--- config.mk ---
export PLATFORM = sky130hd
export DESIGN_NAME = uart_tx_serializer
export DESIGN_NICKNAME = d
export VERILOG_FILES = /design/src/rtl/uart_tx_serializer_pkg.sv /design/src/rtl/uart_tx_serializer_baud_gen.sv /design/src/rtl/uart_tx_serializer.sv
export SDC_FILE = /design/constraint.sdc
export NUM_CORES = 1
export LEC_CHECK = 0
export CELL_PAD_IN_SITES_DETAIL_PLACEMENT = 0
export CELL_PAD_IN_SITES_GLOBAL_PLACEMENT = 2
export CORE_MARGIN = 4
export CORE_UTILIZATION = 32
export DETAILED_ROUTE_END_ITERATION = 8
export GPL_TIMING_DRIVEN = 0
export PLACE_DENSITY_LB_ADDON = 0.25
export SLEW_MARGIN = 40
export SYNTH_ARGS = -nofsm -noshare
export SYNTH_HDL_FRONTEND = slang
export SYNTH_SLANG_ARGS = --single-unit
--- constraint.sdc ---
create_clock -name clk -period 1.95 [get_ports clk]
set_clock_uncertainty 0.1 [all_clocks]
set_input_delay 0.195 -clock clk [delete_from_list [all_inputs] [get_ports clk]]
set_output_delay 0.195 -clock clk [all_outputs]
set_load 0.005 [all_outputs]
--- src/rtl/uart_tx_serializer_pkg.sv ---
// Shared definitions for the UART transmit serializer.
// Contents:
//   uart_state_e        3-bit FSM state encoding.
//   DEFAULT_*           default bit timing and frame width.
//   calc_parity         reduction-XOR parity over the low nbits of a byte.
package uart_tx_serializer_pkg;

  localparam int DEFAULT_CLKS_PER_BIT = 16;
  localparam int DEFAULT_DATA_BITS    = 8;

  typedef enum logic [2:0] {
    ST_IDLE   = 3'd0,
    ST_FETCH  = 3'd1,
    ST_LOAD   = 3'd2,
    ST_START  = 3'd3,
    ST_DATA   = 3'd4,
    ST_PARITY = 3'd5,
    ST_STOP   = 3'd6
  } uart_state_e;

  // The parity bit makes the total number of ones in the data bits plus the
  // parity bit even when odd = 0, and odd when odd = 1.
  function automatic logic calc_parity(input logic [7:0] data,
                                       input int         nbits,
                                       input logic       odd);
    logic p;
    p = odd;
    for (int i = 0; i < 8; i++) begin
      if (i < nbits) p = p ^ data[i];
    end
    return p;
  endfunction

endpackage

--- src/rtl/uart_tx_serializer_baud_gen.sv ---
// Baud counter for the UART transmit serializer.
// Counts 0..CLKS_PER_BIT-1 continuously. The counter goes back to 0 after its
// last count, or at once when restart is high.
// Ports:
//   clk          system clock, rising edge
//   areset       asynchronous active-high reset, clears the counter
//   restart      when high, the counter is 0 in the next cycle
//   bit_end      high on the last clk of a serial bit (count == CLKS_PER_BIT-1)
//   bit_pre_end  high on the clk before the last clk (count == CLKS_PER_BIT-2)
module uart_baud_gen #(
  parameter int CLKS_PER_BIT = 16
) (
  input  logic clk,
  input  logic areset,
  input  logic restart,
  output logic bit_end,
  output logic bit_pre_end
);

  localparam int CNT_W = $clog2(CLKS_PER_BIT);

  logic [CNT_W-1:0] cnt;

  always_ff @(posedge clk or posedge areset) begin
    if (areset) begin
      cnt <= '0;
    end else if (restart || bit_end) begin
      cnt <= '0;
    end else begin
      cnt <= cnt + 1'b1;
    end
  end

  // Both outputs are decoded from the count register, so no input reaches
  // them through combinational logic. bit_pre_end gives the FSM one cycle of
  // warning, so it can register frame_done for the final clk of the frame.
  assign bit_end     = (cnt == CNT_W'(CLKS_PER_BIT - 1));
  assign bit_pre_end = (cnt == CNT_W'(CLKS_PER_BIT - 2));

endmodule

--- src/rtl/uart_tx_serializer.sv ---
// UART transmit serializer. It pops bytes from the transmit FIFO and sends each
// byte on tx as one frame: a start bit, the data bits LSB first, an optional
// parity bit, then the stop bits.
// Ports:
//   clk         system clock, rising edge
//   areset      asynchronous active-high reset
//   tx_en       1 = the serializer may start new frames
//   fifo_empty  the FIFO holds no data
//   fifo_data   FIFO read data, valid in the cycle after fifo_rd_en
//   fifo_rd_en  one-cycle pop strobe to the FIFO
//   tx          serial line, high when idle
//   busy        high from the pop cycle until the end of the last stop bit
//   frame_done  one-cycle pulse on the final clk of the last stop bit
//   state       current FSM state, for debug and status
//
// FIFO handshake: fifo_rd_en is a pop request. It is high for exactly one
// cycle (FETCH), and only when fifo_empty was low in the cycle that decided to
// pop. The FIFO presents the popped byte on fifo_data in the next cycle
// (LOAD), and the serializer captures the byte at the end of that cycle.
// There is at most one pop per frame, and there is no back-pressure in either
// direction.
module uart_tx_serializer
  import uart_tx_serializer_pkg::*;
#(
  parameter int CLKS_PER_BIT = DEFAULT_CLKS_PER_BIT,
  parameter int DATA_BITS    = DEFAULT_DATA_BITS,
  parameter int PARITY_EN    = 0,
  parameter int PARITY_ODD   = 0,
  parameter int STOP_BITS    = 1
) (
  input  logic        clk,
  input  logic        areset,
  input  logic        tx_en,
  input  logic        fifo_empty,
  input  logic [7:0]  fifo_data,
  output logic        fifo_rd_en,
  output logic        tx,
  output logic        busy,
  output logic        frame_done,
  output uart_state_e state
);

  localparam int BIT_CNT_W = $clog2(DATA_BITS + 1);

  logic [DATA_BITS-1:0] shift_reg;
  logic [BIT_CNT_W-1:0] bit_cnt;
  logic                 stop_cnt;
  logic                 parity_bit;
  logic                 bit_end;
  logic                 bit_pre_end;
  logic                 last_stop;
  logic                 can_start;

  // The baud counter restarts in LOAD, so the start bit is always full width
  // no matter how long the line was idle.
  uart_baud_gen #(
    .CLKS_PER_BIT (CLKS_PER_BIT)
  ) u_baud_gen (
    .clk         (clk),
    .areset      (areset),
    .restart     (state == ST_LOAD),
    .bit_end     (bit_end),
    .bit_pre_end (bit_pre_end)
  );

  assign last_stop = (STOP_BITS == 1) || stop_cnt;
  assign can_start = tx_en && !fifo_empty;

  always_ff @(posedge clk or posedge areset) begin
    if (areset) begin
      state      <= ST_IDLE;
      tx         <= 1'b1;
      busy       <= 1'b0;
      fifo_rd_en <= 1'b0;
      frame_done <= 1'b0;
      shift_reg  <= '0;
      bit_cnt    <= '0;
      stop_cnt   <= 1'b0;
      parity_bit <= 1'b0;
    end else begin
      fifo_rd_en <= 1'b0;
      frame_done <= 1'b0;
      case (state)
        ST_IDLE: begin
          tx   <= 1'b1;
          busy <= 1'b0;
          if (can_start) begin
            state      <= ST_FETCH;
            fifo_rd_en <= 1'b1;
            busy       <= 1'b1;
          end
        end

        ST_FETCH: begin
          state <= ST_LOAD;
        end

        ST_LOAD: begin
          shift_reg  <= fifo_data[DATA_BITS-1:0];
          parity_bit <= calc_parity(fifo_data, DATA_BITS, 1'(PARITY_ODD));
          bit_cnt    <= '0;
          stop_cnt   <= 1'b0;
          tx         <= 1'b0;
          state      <= ST_START;
        end

        ST_START: begin
          if (bit_end) begin
            tx    <= shift_reg[0];
            state <= ST_DATA;
          end
        end

        ST_DATA: begin
          if (bit_end) begin
            if (bit_cnt == BIT_CNT_W'(DATA_BITS - 1)) begin
              bit_cnt <= '0;
              if (PARITY_EN != 0) begin
                tx    <= parity_bit;
                state <= ST_PARITY;
              end else begin
                tx    <= 1'b1;
                state <= ST_STOP;
              end
            end else begin
              // shift_reg[1] is the next bit on the line once the shift is done.
              shift_reg <= shift_reg >> 1;
              bit_cnt   <= bit_cnt + 1'b1;
              tx        <= shift_reg[1];
            end
          end
        end

        ST_PARITY: begin
          if (bit_end) begin
            tx    <= 1'b1;
            state <= ST_STOP;
          end
        end

        ST_STOP: begin
          tx <= 1'b1;
          if (bit_pre_end && last_stop) frame_done <= 1'b1;
          if (bit_end) begin
            if (last_stop) begin
              stop_cnt <= 1'b0;
              if (can_start) begin
                state      <= ST_FETCH;
                fifo_rd_en <= 1'b1;
              end else begin
                state <= ST_IDLE;
                busy  <= 1'b0;
              end
            end else begin
              stop_cnt <= 1'b1;
            end
          end
        end

        default: begin
          state <= ST_IDLE;
          tx    <= 1'b1;
          busy  <= 1'b0;
        end
      endcase
    end
  end

endmodule
* After elaboration in Yosys (flattened, before gate mapping)
Cells that the tools add are included.
** Storage, ports and cells
- Word-level logic and storage cells :: 68
- Output and inout port bits :: 7
- Bits in registers :: 23
** Cells by class
- Equal/unequal tests :: 17
- Add/subtract/negate cells :: 2
- Bitwise logic cells :: 2
- Mux-type cells :: 28
- Reduce and logical (&&, ||, !) cells :: 11
** Operators by type and width (count)
- one-hot mux 3 bit (7 select lines) :: 1
- 2-to-1 mux 3 bit :: 6
- 2-to-1 mux 8 bit :: 2
- one-hot mux 8 bit (2 select lines) :: 1
- 2-to-1 mux 4 bit :: 3
- 2-to-1 mux 1 bit :: 11
- equality test 3 bit (second input constant) :: 3
- adder 4 x 1 -> 4 bit (second input constant) :: 2
- equality test 4 bit (second input constant) :: 2
- != test 2 x 1 -> 1 bit (second input constant) :: 4
- != test 2 bit (second input constant) :: 4
- one-hot mux 4 bit (2 select lines) :: 1
- equality test 3 x 2 -> 1 bit (second input constant) :: 2
- AND reduction 3 bit :: 2
- AND reduction 6 bit :: 1
- one-hot mux 1 bit (5 select lines) :: 1
- OR reduction 5 bit :: 1
- equality test 4 x 3 -> 1 bit (second input constant) :: 1
- AND reduction 4 bit :: 1
- equality test 3 x 1 -> 1 bit (second input constant) :: 1
- zero test 3 bit :: 1
- one-hot mux 1 bit (3 select lines) :: 1
- inverter 1 bit :: 2
- one-hot mux 1 bit (2 select lines) :: 1
- 5 further kinds :: 5

* Logic depth before layout (Yosys ltp)
- Depth in word-level cells :: 5
- Gate-level depth with buffers :: 6
- Gate-level depth less buffers :: 5

* By module
From an unflattened synthesis, not the netlist that was laid out.
** Unflattened totals
- Cell total of the unflattened synthesis :: 136
- Area total of the unflattened synthesis :: 1338.8 µm²
** By module, submodules not included
- uart_tx_serializer :: times used 1, seq. area each 476.7 µm², area each 1134.8 µm², cells an instance 116
- uart_baud_gen :: times used 1, seq. area each 100.1 µm², area each 203.9 µm², cells an instance 20

* Worst setup path before layout
No wires, ideal clock.
- Path type :: register -> register
- From :: register u_baud_gen.cnt[0]
- To :: register shift_reg[0]
- Arrival :: 1.548 ns
- Data required time :: 1.718 ns
- Path slack :: 0.170 ns
- Path buffers :: 1
- Period minus slack after synthesis :: 1.780 ns
- Stages on the path, launching flop included :: 6
- Cells stage by stage :: dfrtp_1 -> ha_1 -> and3_1 -> a31oi_1 -> clkbuf_1 -> o21ai_1
** Between the ends
- Word-level cells in the longest chain between the ends :: 3
** RTL lines
- start, declared :: line uart_tx_serializer_baud_gen.sv:22 : logic [CNT_W-1:0] cnt;
- start signal, assigned :: line uart_tx_serializer_baud_gen.sv:30 : cnt <= cnt + 1'b1;
- equality test 4 bit :: line uart_tx_serializer_baud_gen.sv:37 : assign bit_end = (cnt == CNT_W'(CLKS_PER_BIT - 1));
- != test 2 x 1 -> 1 bit (no source line)
- AND reduction 3 bit (no source line)
- end signal, assigned :: line uart_tx_serializer.sv:99 : shift_reg <= fifo_data[DATA_BITS-1:0];
- end signal, assigned :: line uart_tx_serializer.sv:127 : shift_reg <= shift_reg >> 1;
- end, declared :: line uart_tx_serializer.sv:45 : logic [DATA_BITS-1:0] shift_reg;
No other way between the ends.
A chain may end at the register's enable or synchronous reset.

* Worst setup path in the final report
- From :: register u_baud_gen.cnt[0]
- To :: register bit_cnt[3]
** Between the ends
- Word-level cells in the longest chain between the ends :: 3
** RTL lines
- equality test 4 bit :: line uart_tx_serializer_baud_gen.sv:37
- != test 2 x 1 -> 1 bit (no source line)
- AND reduction 2 bit (no source line)
- end signal, assigned :: line uart_tx_serializer.sv:128 : bit_cnt <= bit_cnt + 1'b1;
- end, declared :: line uart_tx_serializer.sv:46 : logic [BIT_CNT_W-1:0] bit_cnt;
No other way between the ends.

==> impl_metrics.yaml <==
placement:
  hpwl_microns: 1850
  gp_congestion: 0.734
  dp_slack_ps: -233
  portBuffers: 18
floorplanning:
  start_util_pct: 34.5
  die-height_microns: 69.2
  ios: 19
  num_rows: 21
  core_sq_mm: 0.00347
  die_w_microns: 69.2
  die-area_sq_mm: 0.00478
timing:
  finalCritPeriodShare_pct: 96.4
  worst_pin_slew_ps: 478
  tns_ps: 0
  relSlewSlack_pct: 68.1
  whs_ps: 176
  finalCriticalPeriod_ps: 1880
  fin_ws_ps: 70.2
  slew_violations: 0
  setup_violations: 0
  finalHoldViolCount: 0
  max_freq_mhz: 532
yosys:
  synth_top_area_share_pct: 46.0
  synth_warnings: 0
  synth_cell_types: 35
  synth-edff-count: 0
  synth_seq_cells: 23
  ys_seq_area_share_pct: 48.2
  async_flop_share_pct: 100
  synthCells: 125
  synthFlopType: "dfrtp_1"
  synthesis.nets: 140
  syn-cell-area_sq_mm: 0.00120
  avgSynthCellArea_sq_um: 9.58
  yosys.area.top_type: "dfrtp_1"
  ys_top_cells_by_area: "dfrtp_1, mux2i_1, nand2_1"
clock_tree:
  ctsHoldBuffers: 0
  numCtsBuffers: 3
  cts.path.max_buffers: 2
  cts_tree: "yes"
  clockRootBuffer: "clkbuf_8"
  cts_sinks: 23
  clkTransAtPathRegs_ps: 80
  clk_latency_ps: 260
  htreeDepth: 1
drt:
  drtIter0Drc: 73
  drc: 0
  ant_nets: 0
  vias: 1000
  drt_pass1_iterations: 4
  wl_per_cell_microns: 12.9
  wirelength_microns: 2590
  vias_per_cell: 5.00
pwr:
  leakage_nw: 0.688
  p_total_mw: 0.822
  ir_worst_vdd_uv: 495
  power_density_mw_per_mm2: 527
worst_setup_path:
  crit_type: "reg2reg"
  start_kind: "flop"
  cp_max_fo: 5
  end_kind: "flop"
  required_ps: 2050
  worstPathArrival_ps: 1980
layout:
  fillers: 347
  drive_gt1_share_pct: 13.0
  utilization_pct: 44.9
  final_nets: 170
  diodes: 0
  syn_to_final_growth_pct: 30.2
  largest_reg_flops: 8
global_routing:
  grt_pass1_vias: 948
  grt_usage_pct: 11.0
  grt_pass1_wl_microns: 4440
  antenna_found_initial: 0
  grt_overflow: 0
  grt_max_degree: 24
worst_hold_path:
  worstHoldPathType: "in2async"
status:
  status: "complete, no violations"
job:
  cap_violations: 0
metrics by stage:
stage / instance area, sq um / std cells
3_3_place_gp: 1440 / 189
4_1_cts: 1490 / 193
2_1_floorplan: 1200 / 125
6_report: 1560 / 200
5_1_grt: 1560 / 200
3_5_place_dp: 1440 / 189
layout by cell type, fill, tap and decap left out, types with 2 or more instances in the layout:
cell type         n
nand4b_1          2
a21oi_1           6
dfrtp_1          22
nand2b_1          2
clkdlybuf4s50_1  18
ha_1              3
nor3b_4           2
nor3_1            4
buf_4             7
mux2i_1           7
o21ai_0          12
nand3b_1          4
clkbuf_8          3
nor2_1            7
o21ai_1           2
inv_1             4
nor2b_1           3
nand3_1           4
clkbuf_1          4
nand2_1          17
buf_2             2
cells by family (layout without fill, tap and decap cells):
kind of cell / count (synthesis) / in the layout / share of synthesized area (%)
buffers and inverters: 11 / 40 / 3.55
muxes: 8 / 8 / 6.79
xor gates and xnor gates: 1 / 1 / 0.732
and+or+nand+nor: 47 / 47 / 21.2
DFF: 23 / 23 / 48.2
adders and majority gates: 4 / 4 / 3.97
AOI/OAI and AO/OA: 31 / 31 / 15.6
cell usage after synthesis (2+ instances only):
cell / instances
dfrtp_1: 22
nand2_1: 17
o21ai_0: 12
mux2i_1: 7
nor2_1: 7
a21oi_1: 6
clkbuf_1: 5
inv_1: 5
nand3_1: 4
nand3b_1: 4
nor3_1: 4
ha_1: 3
nor2b_1: 3
a31oi_1: 2
nand2b_1: 2
nand4b_1: 2
o21ai_1: 2
final timing paths:
kind / start / to / slack [ps] / cells past startpoint
worst max register to register: u_baud_gen.cnt[0]$_DFF_PP0_ / bit_cnt[3]$_DFFE_PP0P_ / 70 / 5
worst min register to register: shift_reg[7]$_DFFE_PP0P_ / shift_reg[7]$_DFFE_PP0P_ / 380 / 2
worst max-delay path: u_baud_gen.cnt[0]$_DFF_PP0_ / bit_cnt[3]$_DFFE_PP0P_ / 70 / 5
worst min-delay path: areset / state[2]$_DFFE_PP0P_ / 180 / 2
min in group clk: shift_reg[7]$_DFFE_PP0P_ / shift_reg[7]$_DFFE_PP0P_ / 380 / 2
max in group asynchronous: areset / tx$_DFFE_PP1P_ / 1230 / 2
cell type report:
class                           instances  area, sq um  area share, %
Tap cell                               46         57.6           3.69
Multi-Input combinational cell         91          599           38.4
Clock buffer                            4         45.0           2.89
Timing Repair Buffer                   25          233           14.9
Inverter                                5         18.8           1.20
Sequential cell                        23          577           37.0
Buffer                                  6         28.8           1.85
what timing repair did:
item,in CTS,in global routing
gates resized for setup,3,6
endpoints found under the setup margin,9,12
setup buffers,0,7
pin swaps,0,1
power breakdown:
part           switching, mW  internal (mW)
Sequential           0.00440          0.486
Combinational         0.0176         0.0276
Clock                  0.142          0.145
Total                  0.164          0.659
worst max-delay path, stage by stage, from the launching register on:
cell     delay [ps]
dfrtp_1         430
ha_1            250
and3_1          290
a21oi_2         120
or4_1           520
nand3_1         110
routing by layer:
layer  up-vias  routed length, microns  GRT usage (%)
met5         -                       0              0
met4         0                      13           1.30
met3         2                     111           3.04
met2        24                    1210           17.7
met1       475                    1250           15.2
li1        499                       -              -
No activity file was read; power rests on OpenSTA's default activity.
